<file path="src/rtl/calc_request_sequencer_if.sv">
// Bundles the operand stream, calculator handshake and result stream of calc_request_sequencer.
// The sequencer takes the master modport and its environment takes the slave modport.
interface calc_request_sequencer_if #(
  parameter int DATA_W = 32
);
  logic [2*DATA_W-1:0] s_tdata;
  logic                s_tvalid;
  logic                s_tready;
  logic                calc_start;
  logic [DATA_W-1:0]   calc_a;
  logic [DATA_W-1:0]   calc_b;
  logic                calc_busy;
  logic [DATA_W-1:0]   calc_result;
  logic [DATA_W-1:0]   m_tdata;
  logic                m_tvalid;
  logic                m_tready;

  modport master (
    input  s_tdata, s_tvalid, calc_busy, calc_result, m_tready,
    output s_tready, calc_start, calc_a, calc_b, m_tdata, m_tvalid
  );

  modport slave (
    output s_tdata, s_tvalid, calc_busy, calc_result, m_tready,
    input  s_tready, calc_start, calc_a, calc_b, m_tdata, m_tvalid
  );
endinterface

</file>
<file path="src/rtl/calc_request_sequencer.sv">
// Serialises operand pairs into start/busy requests to the calculator service, one in flight,
// and queues each result in a small output FIFO; a watchdog aborts requests that never complete.
module calc_request_sequencer #(
  parameter int DATA_W     = 32,
  parameter int FIFO_DEPTH = 4,
  parameter int TIMEOUT    = 256
) (
  input  logic                      aclk,
  input  logic                      aresetn,
  calc_request_sequencer_if.master  bus,
  output logic                      timeout_err
);
  localparam int PTR_W = (FIFO_DEPTH > 1) ? $clog2(FIFO_DEPTH) : 1;
  localparam int CNT_W = $clog2(FIFO_DEPTH) + 1;
  localparam int WD_W  = $clog2(TIMEOUT) + 1;
  localparam logic [CNT_W-1:0] DEPTH_C = CNT_W'(FIFO_DEPTH);
  localparam logic [WD_W-1:0]  WD_LAST = WD_W'(TIMEOUT - 1);

  typedef enum logic [2:0] {
    ST_IDLE    = 3'd0,
    ST_REQ     = 3'd1,
    ST_WAIT    = 3'd2,
    ST_CAPTURE = 3'd3,
    ST_GAP     = 3'd4,
    ST_ABORT   = 3'd5
  } state_t;

  state_t              state_r;
  state_t              state_s;
  logic                s_tready_r;
  logic                calc_start_r;
  logic                timeout_err_r;
  logic [DATA_W-1:0]   calc_a_r;
  logic [DATA_W-1:0]   calc_b_r;
  logic [WD_W-1:0]     wd_r;
  logic [DATA_W-1:0]   mem_r [FIFO_DEPTH];
  logic [PTR_W-1:0]    rd_ptr_r;
  logic [PTR_W-1:0]    wr_ptr_r;
  logic [CNT_W-1:0]    count_r;
  logic [CNT_W-1:0]    count_nxt_s;
  logic                accept_s;
  logic                wd_hit_s;
  logic                push_s;
  logic                pop_s;

  // s_tready is only ever high in IDLE, so it alone qualifies an accept.
  assign accept_s = s_tready_r & bus.s_tvalid;
  assign wd_hit_s = (wd_r == WD_LAST);
  assign push_s   = (state_r == ST_CAPTURE);
  assign pop_s    = (count_r != {CNT_W{1'b0}}) & bus.m_tready;

  // Next-state decode; a completing handshake takes priority over a same-cycle watchdog hit.
  always_comb begin
    state_s = state_r;
    case (state_r)
      ST_IDLE: begin
        if (accept_s) state_s = ST_REQ;
        else          state_s = ST_IDLE;
      end
      ST_REQ: begin
        if (bus.calc_busy) state_s = ST_WAIT;
        else if (wd_hit_s) state_s = ST_ABORT;
        else               state_s = ST_REQ;
      end
      ST_WAIT: begin
        if (!bus.calc_busy) state_s = ST_CAPTURE;
        else if (wd_hit_s)  state_s = ST_ABORT;
        else                state_s = ST_WAIT;
      end
      ST_CAPTURE: state_s = ST_GAP;
      ST_GAP:     state_s = ST_IDLE;
      ST_ABORT:   state_s = ST_GAP;
      default:    state_s = ST_IDLE;
    endcase
  end

  // FIFO occupancy after this cycle's push/pop.
  always_comb begin
    count_nxt_s = count_r;
    if (push_s && !pop_s)      count_nxt_s = count_r + CNT_W'(1'b1);
    else if (!push_s && pop_s) count_nxt_s = count_r - CNT_W'(1'b1);
    else                       count_nxt_s = count_r;
  end

  // State register and registered handshake outputs, derived from the next state.
  always_ff @(posedge aclk or negedge aresetn) begin
    if (!aresetn) begin
      state_r       <= ST_IDLE;
      s_tready_r    <= 1'b0;
      calc_start_r  <= 1'b0;
      timeout_err_r <= 1'b0;
    end else begin
      state_r       <= state_s;
      s_tready_r    <= (state_s == ST_IDLE) && (count_nxt_s < DEPTH_C);
      calc_start_r  <= (state_s == ST_REQ) || (state_s == ST_WAIT);
      if (state_s == ST_ABORT) timeout_err_r <= 1'b1;
    end
  end

  // Watchdog restarts on entry to REQ and again when busy is first seen.
  always_ff @(posedge aclk or negedge aresetn) begin
    if (!aresetn) begin
      wd_r <= {WD_W{1'b0}};
    end else if ((state_r == ST_IDLE && state_s == ST_REQ) ||
                 (state_r == ST_REQ  && state_s == ST_WAIT)) begin
      wd_r <= {WD_W{1'b0}};
    end else if (state_r == ST_REQ || state_r == ST_WAIT) begin
      wd_r <= wd_r + WD_W'(1'b1);
    end else begin
      wd_r <= {WD_W{1'b0}};
    end
  end

  // Operands are captured only at accept and held for the whole request.
  always_ff @(posedge aclk or negedge aresetn) begin
    if (!aresetn) begin
      calc_a_r <= {DATA_W{1'b0}};
      calc_b_r <= {DATA_W{1'b0}};
    end else if (accept_s) begin
      calc_a_r <= bus.s_tdata[DATA_W-1:0];
      calc_b_r <= bus.s_tdata[2*DATA_W-1:DATA_W];
    end
  end

  // Result FIFO; a slot was reserved at accept so the CAPTURE push never overflows.
  always_ff @(posedge aclk or negedge aresetn) begin
    if (!aresetn) begin
      for (int i = 0; i < FIFO_DEPTH; i++) mem_r[i] <= {DATA_W{1'b0}};
      rd_ptr_r <= {PTR_W{1'b0}};
      wr_ptr_r <= {PTR_W{1'b0}};
      count_r  <= {CNT_W{1'b0}};
    end else begin
      if (push_s) begin
        mem_r[wr_ptr_r] <= bus.calc_result;
        wr_ptr_r        <= wr_ptr_r + PTR_W'(1'b1);
      end
      if (pop_s) rd_ptr_r <= rd_ptr_r + PTR_W'(1'b1);
      count_r <= count_nxt_s;
    end
  end

  assign bus.s_tready   = s_tready_r;
  assign bus.calc_start = calc_start_r;
  assign bus.calc_a     = calc_a_r;
  assign bus.calc_b     = calc_b_r;
  assign bus.m_tdata    = mem_r[rd_ptr_r];
  assign bus.m_tvalid   = (count_r != {CNT_W{1'b0}});
  assign timeout_err    = timeout_err_r;
endmodule

</file>
<file path="src/flat_wrapper.sv">
// flat-port wrapper written by rule: the top's interface ports become plain ports
module calc_request_sequencer_flat 
#(
  parameter int DATA_W     = 32,
  parameter int FIFO_DEPTH = 4,
  parameter int TIMEOUT    = 256
)
  (aclk, aresetn, timeout_err, bus_s_tdata, bus_s_tvalid, bus_calc_busy, bus_calc_result, bus_m_tready, bus_s_tready, bus_calc_start, bus_calc_a, bus_calc_b, bus_m_tdata, bus_m_tvalid);
  calc_request_sequencer_if #(.DATA_W(DATA_W)) bus_i ();
  input  logic aclk;
  input  logic aresetn;
  output logic timeout_err;
  input wire logic [$bits(bus_i.s_tdata)-1:0] bus_s_tdata;
  input wire logic [$bits(bus_i.s_tvalid)-1:0] bus_s_tvalid;
  input wire logic [$bits(bus_i.calc_busy)-1:0] bus_calc_busy;
  input wire logic [$bits(bus_i.calc_result)-1:0] bus_calc_result;
  input wire logic [$bits(bus_i.m_tready)-1:0] bus_m_tready;
  output wire logic [$bits(bus_i.s_tready)-1:0] bus_s_tready;
  output wire logic [$bits(bus_i.calc_start)-1:0] bus_calc_start;
  output wire logic [$bits(bus_i.calc_a)-1:0] bus_calc_a;
  output wire logic [$bits(bus_i.calc_b)-1:0] bus_calc_b;
  output wire logic [$bits(bus_i.m_tdata)-1:0] bus_m_tdata;
  output wire logic [$bits(bus_i.m_tvalid)-1:0] bus_m_tvalid;
  assign bus_i.s_tdata = bus_s_tdata;
  assign bus_i.s_tvalid = bus_s_tvalid;
  assign bus_i.calc_busy = bus_calc_busy;
  assign bus_i.calc_result = bus_calc_result;
  assign bus_i.m_tready = bus_m_tready;
  assign bus_s_tready = bus_i.s_tready;
  assign bus_calc_start = bus_i.calc_start;
  assign bus_calc_a = bus_i.calc_a;
  assign bus_calc_b = bus_i.calc_b;
  assign bus_m_tdata = bus_i.m_tdata;
  assign bus_m_tvalid = bus_i.m_tvalid;
  calc_request_sequencer #(.DATA_W(DATA_W), .FIFO_DEPTH(FIFO_DEPTH), .TIMEOUT(TIMEOUT)) u_core (.aclk(aclk), .aresetn(aresetn), .bus(bus_i), .timeout_err(timeout_err));
endmodule
</file>
<file path="config.mk">
export PLATFORM = sky130hd
export DESIGN_NAME = calc_request_sequencer_flat
export DESIGN_NICKNAME = d
export VERILOG_FILES = /design/src/rtl/calc_request_sequencer_if.sv /design/src/rtl/calc_request_sequencer.sv /design/src/flat_wrapper.sv
export SDC_FILE = /design/constraint.sdc
export NUM_CORES = 1
export LEC_CHECK = 0
export CAP_MARGIN = 40
export CORE_MARGIN = 2
export CORE_UTILIZATION = 46
export DETAILED_ROUTE_END_ITERATION = 16
export PLACE_DENSITY = 0.81
export SYNTH_ARGS = -nofsm -noshare
export SYNTH_HDL_FRONTEND = slang
export SYNTH_SLANG_ARGS = --single-unit
</file>
<file path="constraint.sdc">
create_clock -name aclk -period 1.95 [get_ports aclk]
set_clock_uncertainty 0.2 [all_clocks]
set_input_delay 0.39 -clock aclk [delete_from_list [all_inputs] [get_ports aclk]]
set_output_delay 0.39 -clock aclk [all_outputs]
set_load 0.01 [all_outputs]
</file>
# Yosys cells after proc, flatten, opt, wreduce, memory -nomap -nowiden
# Index checks and enable logic that the tools add are counted.
dict set report classes {
  eq_ne 8
  bitwise_logic 4
  muxes 16
  reduce_logical 15
  n_addsub 5
  magnitude_cmp 4
}
# operator n
set op_table {}
lappend op_table {{$bwmux W128} 1}
lappend op_table {{$mux W32} 3}
lappend op_table {{$bmux W32 S2} 1}
lappend op_table {{$demux W32 S2} 1}
lappend op_table {{$mux W3} 6}
lappend op_table {{$mux W9} 2}
lappend op_table {{$pmux W3 S4} 1}
lappend op_table {{$add A9 B1 Y9 const B} 1}
lappend op_table {{$eq A3 B2 Y1 const B} 3}
lappend op_table {{$eq A9 B8 Y1 const B} 1}
lappend op_table {{$eq A3 B1 Y1 const B} 2}
lappend op_table {{$eq A3 B3 Y1 const B} 2}
lappend op_table {{$ge A3 B3 Y1 const B} 2}
lappend op_table {{$logic_and A1 B1 Y1} 6}
lappend op_table {{$logic_not A3 Y1} 2}
lappend op_table {{$not A2 Y3} 2}
lappend op_table {{$add A2 B1 Y2 const B} 2}
lappend op_table {{$add A3 B1 Y3 const B} 1}
lappend op_table {{$logic_or A1 B1 Y1} 3}
lappend op_table {{$lt A3 B1 Y1 const B} 1}
lappend op_table {{$lt A3 B3 Y1 const B} 1}
lappend op_table {{$reduce_bool A3 Y1} 1}
lappend op_table {{$sub A3 B1 Y3 const B} 1}
lappend op_table {{$and A1 B1 Y1} 2}
lappend op_table {{3 further kinds} 4}
dict set report word_totals {
  in_bits 101
  register_bits 214
  wordCells 66
}

# Longest topological paths before layout
# Gate-level depths: netlist of the first run.
dict set report depth {
  depth_word 8
  ltp_mapped 10
  mapped_depth_nobuf 10
}

# Least setup slack after synthesis of the first run
# OpenSTA, ideal clock, no wires.
dict set report synth_timing {
  kind {reg-to-reg}
  from {reg u_core.wd_r[0]}
  to {reg u_core.s_tready_r, in the netlist u_core.bus.s_tready}
  synth_period_minus_slack_ns 2.052
  stages_incl_launch_ff 9
  arrival_ns 1.714
  setup_ns 0.139
  n_path_buf 0
  required_time_ns 1.611
  slack_ns -0.102
  cell_sequence {dfrtp_1 > ha_1 > nand3_1 > nor3_1 > ha_1 > inv_1 > mux2_2 > o31ai_1 > nor4_1}
}
dict set report synth_via {
  elab_chain_len 6
}
# element line
set synth_lines {}
lappend synth_lines {{from (decl)} calc_request_sequencer.sv:35} ;# logic [WD_W-1:0] wd_r;
lappend synth_lines {{from (signal assigned)} calc_request_sequencer.sv:103} ;# wd_r <= {WD_W{1'b0}};
lappend synth_lines {{from (signal assigned)} calc_request_sequencer.sv:106} ;# wd_r <= {WD_W{1'b0}};
lappend synth_lines {{from (signal assigned)} calc_request_sequencer.sv:108} ;# wd_r <= wd_r + WD_W'(1'b1);
lappend synth_lines {{$eq A9 B8 Y1} calc_request_sequencer.sv:48} ;# assign wd_hit_s = (wd_r == WD_LAST);
lappend synth_lines {{$mux W3} calc_request_sequencer.sv:67} ;# else if (wd_hit_s) state_s = ST_ABORT;
lappend synth_lines {{$mux W3} calc_request_sequencer.sv:66} ;# if (!bus.calc_busy) state_s = ST_CAPTURE;
lappend synth_lines {{$pmux W3 S4} calc_request_sequencer.sv:55} ;# case (state_r)
lappend synth_lines {{named net u_core.state_s[0]} calc_request_sequencer.sv:29} ;# state_t state_s;
lappend synth_lines {{$logic_not A3 Y1} calc_request_sequencer.sv:94} ;# s_tready_r <= (state_s == ST_IDLE) && (count_nxt_s < DEPTH_C);
lappend synth_lines {{$logic_and A1 B1 Y1} calc_request_sequencer.sv:94}
lappend synth_lines {{to (signal assigned)} calc_request_sequencer.sv:94}
lappend synth_lines {{to (decl)} calc_request_sequencer.sv:30} ;# logic s_tready_r;
# The timed path passes the listed nets, and every way through them passes these cells.
# A chain may end at the register's enable or synchronous reset.

# Worst setup path in the final report of the first run
dict set report layout_timing {
  from {reg u_core.rd_ptr_r[0]}
  to {out bus_m_tdata[21]}
}
dict set report layout_via {
  elab_chain_len 4
}
# element line
set layout_lines {}
lappend layout_lines {{from (decl)} calc_request_sequencer.sv:37} ;# logic [PTR_W-1:0] rd_ptr_r;
lappend layout_lines {{from (signal assigned)} calc_request_sequencer.sv:129} ;# rd_ptr_r <= {PTR_W{1'b0}};
lappend layout_lines {{from (signal assigned)} calc_request_sequencer.sv:137} ;# if (pop_s) rd_ptr_r <= rd_ptr_r + PTR_W'(1'b1);
lappend layout_lines {{$not A2 Y3 (implied by the code)} calc_request_sequencer.sv:146} ;# assign bus.m_tdata = mem_r[rd_ptr_r];
lappend layout_lines {{$bmux W32 S2} calc_request_sequencer.sv:146}
lappend layout_lines {{$mux W32 (implied by the code) (2 in a row)} calc_request_sequencer.sv:146}
lappend layout_lines {{to (decl)} flat_wrapper.sv:22} ;# output wire logic [$bits(bus_i.m_tdata)-1:0] bus_m_tdata;
# No other way between the ends. The select of a mux whose other input is x is not followed.

==> reports/metrics.yaml, run 1 <==
power.density_nw_per_um2: 1660
violations: "setup timing"
slew_viol_final: 0
internal_power_mw: 14.4
cp_top_family: "multiplexers"
core_um2: 19400
ys_top_cells_by_area: "dfrtp_1 59%, mux2_2 22%, mux4_2 8.0%"
area_growth_pct: 38.2
grt_max_degree: 55
cpMaxStageDelayCell: "mux4_2"
syn_area_um2: 9050
path_clk_slew_ns: 0.06
tritoncts: "yes"
ctsLongestPathBuffers: 3
routed_wl_um: 20600
num_vias: 5639
clkPwrFrac_pct: 19.1
tns_ns: -15.04
antenna_found_initial: 0
synthDistinctLibCells: 34
crit_required_ns: 1.36
hold_path.class: "in2async"
via_per_inst: 5.17
die_w_um: 144
dp_hpwl_um: 14100
rr_startpoint: "u_core.wd_r[0]"
final_nets: 922
start_util_pct: 46.7
netlist.area_leader.share_pct: 59.2
switching_share_pct: 30.8
netlist_instances: 559
numClockSinks: 214
portBuffers: 200
place.gp.congestion: 0.754
worstMarginPinSlew_ns: 0.380
drt_iter0_drc: 141
track_usage_pct: 20.2
leakage_nw: 5.48
rows: 51
p_sw_mw: 6.42
cp-startpoint: "u_core.rd_ptr_r[0]"
setup_viol: 33
ys.warnings.count: 0
firstDrtPassIters: 6
dp_slack_ns: -0.342
max_freq_ghz: 0.400
synth_nets: 671
hold_viol: 0
pwr-share-comb_pct: 43.3
crit_type: "reg2out"
wl_per_cell_um: 18.9
drive_above_1_share_pct: 42.3
cap_viol_max_count: 0
critPathBufInv: 3
end_kind: "output port"
sequentialPowerShare_pct: 37.6
ys_seq_elements: 214
clkLatencyLatePin_ns: 0.50
path_common_cell: "buf_6"
die_area_um2: 20800
rsz0062_at_grt: "true"
ant_nets: 0
crit_fanout: 4
min_period_over_period_pct: 128
start_kind: "flop"
irDropWorstVdd_mv: 0.839
drc: 0
p_total_mw: 20.8
worst_slack_ns: -0.549
cts-root-buf: "clkbuf_16"
antennaDiodeCount: 0
cpPeakStageDelay_ns: 0.53
grt_overflow: 0
num-fill-cells: 1411
slew_headroom_pct: 74.7
h-tree-depth: 1
seq_area_frac_synth_pct: 59.2
die_y_um: 144
crit_chain: "buf_6 -> buf_16 -> mux4_2 -> buf_6"
outcome: "finished, violations left"
min_period_ns: 2.50
syn_area_per_cell_um2: 16.2
worstPathArrival_ns: 1.91
synth_top_area_cell: "dfrtp_1"
cts_buffers: 23
grt_pass1_vias: 6222
io_pins: 201
grt_pass1_wl_um: 32800
fin_util_pct: 64.5
## Yosys cell counts
cell type / n
a211oi_1: 1
a21o_1: 1
a21oi_1: 4
a22oi_1: 1
and3_1: 1
buf_2: 13
buf_6: 9
clkbuf_1: 5
dfrtp_1: 214
ha_1: 11
inv_1: 12
mux2_1: 20
mux2_2: 174
mux4_2: 32
nand2_1: 9
nand2_4: 3
nand2b_1: 2
nand2b_2: 1
nand3_1: 4
nand4_1: 1
nand4b_1: 1
nor2_1: 16
nor2_8: 1
nor2b_1: 2
nor3_1: 1
nor3b_1: 1
nor4_1: 1
o21ai_0: 4
o21bai_1: 1
o22a_1: 1
o22ai_1: 1
o31ai_1: 1
xnor2_1: 7
xor2_1: 3
## cell type report
| cell class | instances | area (µm²) | share of cell area [%] |
|---|---|---|---|
| inverters | 12 | 45.0 | 0.360 |
| well taps | 265 | 332 | 2.65 |
| clock buffers | 33 | 643 | 5.14 |
| repair buffers | 253 | 2520 | 20.2 |
| clock inverters | 7 | 43.8 | 0.350 |
| flip-flops and latches | 214 | 5360 | 42.8 |
| multi-input cells | 306 | 3560 | 28.5 |
## worst paths after layout
kind	endpoint	slack (ns)	cells after the start
max	bus_m_tdata[21]	-0.55	4
min	u_core.mem_r[53]	0.20	2
max reg2reg	u_core.bus.s_tready	0	9
min reg2reg	u_core.timeout_err	0.27	1
max in group asynchronous	u_core.bus.calc_a[22]	0.76	3
min in group aclk	u_core.timeout_err	0.27	1
## routing by layer
layer,GRT usage (%),share of wire [%],up-vias
met1,24.2,39,2875
met2,35.8,51,213
met5,0,0,-
li1,-,-,2521
met3,6.36,8.5,30
met4,5.11,2.1,0
## sequential cells by signal (all words and copies together), names as in the netlist
register / flops
u_core.count_r: 3
u_core.bus.calc_a: 32
u_core.bus.s_tready: 1
u_core.rd_ptr_r: 2
u_core.bus.calc_b: 32
u_core.bus.calc_start: 1
u_core.timeout_err: 1
u_core.mem_r: 128
u_core.state_r: 3
u_core.wd_r: 9
u_core.wr_ptr_r: 2
## what timing repair did
| item | 4_1_cts | 5_1_grt |
|---|---|---|
| hold endpoints to repair | 124 | 0 |
| gates resized for setup | 233 | 22 |
| gates cloned | 2 | 0 |
| setup endpoints to repair | 103 | 36 |
| buffers inserted | 9 | 5 |
| pin swaps | 3 | 4 |
| hold buffers | 1 | 0 |
## cells in the final DEF (no fill, tap or decap), types with 2 or more instances in the layout
master and n:
xor2_1 3, ha_4 2, ha_1 7, mux2_1 20, nor2_1 16, buf_16 2, mux2_2 173, clkbuf_1 7
dlygate4sd2_1 67, clkdlybuf4s50_1 99, xnor2_1 7, nand2_4 4, nor2b_1 2, mux4_2 32, clkbuf_16 23, inv_2 4
inv_1 8, buf_2 9, clkbuf_8 4, nand2_1 7, ha_2 2, nand3_1 3, buf_12 13, o21ai_0 3
buf_4 32, clkinv_2 4, a21oi_1 4, clkinvlp_4 2, dfrtp_1 212, buf_6 28, dfrtp_2 2
## cell families after synthesis
| kind of cell | share of synthesized area (%) |
|---|---|
| AOI/OAI and AO/OA | 1.02 |
| xor gates and xnor gates | 0.968 |
| adders and majority gates | 1.52 |
| buffers and inverters | 2.54 |
| DFF | 59.2 |
| muxes | 32.1 |
| and+or+nand+nor | 2.67 |
## per-stage QoR
step           area, µm²  hold slack [ns]  std cells
2_1_floorplan       9070           -0.106        559
4_1_cts            12400            0.194       1086
3_3_place_gp       11700            0.154       1035
3_5_place_dp       11700            0.157       1035
6_report           12500            0.203       1090
5_1_grt            12500            0.225       1090
## power by group through the flow
stage / combinational (mW) / clock [mW] / sequential [mW]
global route: 9.70 / 4.28 / 8.09
CTS: 8.79 / 4.07 / 7.82
finish: 9.02 / 3.97 / 7.82
detailed placement: 9.09 / 0 / 7.89
floorplan: 4.55 / 0 / 7.84
global placement: 8.75 / 0 / 7.73
No activity file was read; power rests on OpenSTA's default activity.
==> run 2, diff against run 1 <==
Settings changed: PLACE_DENSITY 0.81 to 0.77.
==> run 2 against run 1 <==
Compared with the run above:
- the run still ends with setup timing left
- global-route usage rose by 0.64 points
- clock power increased by 14%
- largest cell class unchanged
- design area grew 0.53%
- first-iteration DRC count up 12%
- sequential share of layout area down 0.23 points
==> reports/metrics.yaml, run 2 (synthesized netlist as in run 1, its figures left out) <==
outcome: "finished, violations left"
violations: "setup timing"
dp_hpwl_um: 14700  # +4.7%
antenna_found_initial: 0  # unchanged
r2r_end: "u_core.bus.s_tready"
mostFrequentLayoutCells: "212 x dfrtp_1, 173 x mux2_2, 99 x clkdlybuf4s50_1, 67 x dlygate4sd2_1"
final_nets: 920  # -0.22%
ctsLongestPathBuffers: 3  # unchanged
num_vias: 5713  # +1.3%
wl_per_cell_um: 19.5  # +3.5%
end_kind: "output port"
start_kind: "flop"
core_um2: 19400  # unchanged
r2r_cells: 8  # -1
irDropWorstVdd_mv: 1.02  # +21%
slew_viol_final: 0  # unchanged
drive_above_1_share_pct: 42.9  # +0.55 points
clkLatencyLatePin_ns: 0.50  # about the same
drt_iter0_drc: 158  # +12%
cts-root-buf: "clkbuf_16"
area_growth_pct: 38.9
crit_fanout: 8  # +4
grt_pass1_wl_um: 33800  # +3.1%
antennaDiodeCount: 0  # unchanged
setup_viol: 34  # +3.0%
die_y_um: 144  # unchanged
portBuffers: 200  # unchanged
tritoncts: "yes"
die_w_um: 144  # unchanged
slew_headroom_pct: 72.4  # -2.2 points
max_freq_ghz: 0.412  # +2.8%
drc: 0  # unchanged
die_area_um2: 20800  # unchanged
min_period_ns: 2.43  # -0.0685 ns
firstDrtPassIters: 4  # -2
ff2ff_setup_slack_ns: -0.03  # -0.03 ns
hold_path.class: "in2async"
rsz0062_at_grt: "true"
dp_slack_ns: -0.352  # -0.00986 ns
worstPathArrival_ns: 1.84  # -0.07 ns
min_period_over_period_pct: 125  # -3.5 points
cts_buffers: 24  # +4.3%
crit_required_ns: 1.36  # about the same
worst_slack_ns: -0.480  # +0.0685 ns
place.gp.congestion: 0.744  # -1.2%
track_usage_pct: 20.9  # +0.64 points
ant_nets: 0  # unchanged
rr_startpoint: "u_core.wd_r[1]"
grt_overflow: 0  # unchanged
largest_reg_flops: 128  # unchanged
crit_type: "reg2out"
routed_wl_um: 21300  # +3.6%
start_util_pct: 46.7  # unchanged
worstMarginPinSlew_ns: 0.409  # +0.0294 ns
fin_util_pct: 64.8  # +0.34 points
top_register: "u_core.mem_r"
via_per_inst: 5.24  # +1.2%
cap_viol_max_count: 0  # unchanged
grt_pass1_vias: 6396  # +2.8%
power.density_nw_per_um2: 1690  # +1.5%
io_pins: 201  # unchanged
leakage_nw: 5.50  # +0.44%
path_clk_slew_ns: 0.06  # about the same
h-tree-depth: 1  # unchanged
grt_max_degree: 65  # +18%
final_common_cell: "dfrtp_1"
rows: 51  # unchanged
numClockSinks: 214  # unchanged
hold_viol: 0  # unchanged
cp-startpoint: "u_core.rd_ptr_r[0]"
## run 2: layout make-up
cell class	count	area [µm²]
clock buffer	29	671
clock inverter	15	144
fill	1436	6830
inverter	12	45.0
multi-input combinational	306	3560
sequential	214	5360
tap	265	332
timing repair buffer	250	2460
## run 2: metal layers
layer / up-vias / GRT usage (%) / wire length [µm] / share of wire (%)
li1: 2535 / - / - / -
met1: 2936 / 25.9 / 8690 / 41
met2: 219 / 36.4 / 10600 / 50
met3: 23 / 6.42 / 1790 / 8.4
met4: 0 / 4.34 / 269 / 1.3
met5: - / 0 / 0 / 0
## run 2: worst max-delay path by stage
stage,endpoint,slack (ns),depth (start not counted)
3_5_place_dp,bus_m_tdata[4],-0.35,3
4_1_cts,bus_m_tdata[4],-0.51,4
2_1_floorplan,bus_m_tdata[10],0.004,3
5_1_grt,bus_m_tdata[4],-0.53,4
3_3_place_gp,bus_m_tdata[25],-0.32,3
6_report,bus_m_tdata[4],-0.48,4
## run 2: power by group
part	internal [mW]	leakage (nW)	total, mW	switching [mW]
combinational	5.31	2.58	8.86	3.55
clock	2.73	0.388	4.53	1.80
sequential	6.64	2.53	7.85	1.20
total	14.7	5.50	21.2	6.55
## run 2: per-stage QoR
step	hold slack (ns)	std cells	cell area, µm²	power (mW)	setup TNS, ns
finish	0.208	1091	12600	21.2	-14.67
global route	0.217	1091	12600	22.5	-16.57
CTS	0.209	1087	12500	21.2	-15.49
detailed placement	0.167	1030	11600	17.0	-11.17
global placement	0.161	1030	11600	16.5	-9.35
floorplan	-0.106	559	9070	12.4	0
## run 2: worst max-delay path, cell delays in order (launching register included)
cell,delay (ns)
dfrtp_2,0.37
buf_12,0.14
buf_12,0.15
mux4_2,0.53
buf_6,0.14
## run 2: repair_timing
action                                  in CTS  in global routing
gates cloned                                 1                  0
endpoints found under the setup margin     104                 36
gates resized for setup                    228                 15
pin swaps                                    2                  4
hold buffers                                 1                  0
hold endpoints to repair                    91                  0
setup buffers                               11                  4
==> run 3, diff against run 2 <==
Settings changed: CTS_CLUSTER_DIAMETER set to 150.
==> results of run 3 <==
Same layout as run 2: the final DEF is identical, and so are final timing and power.
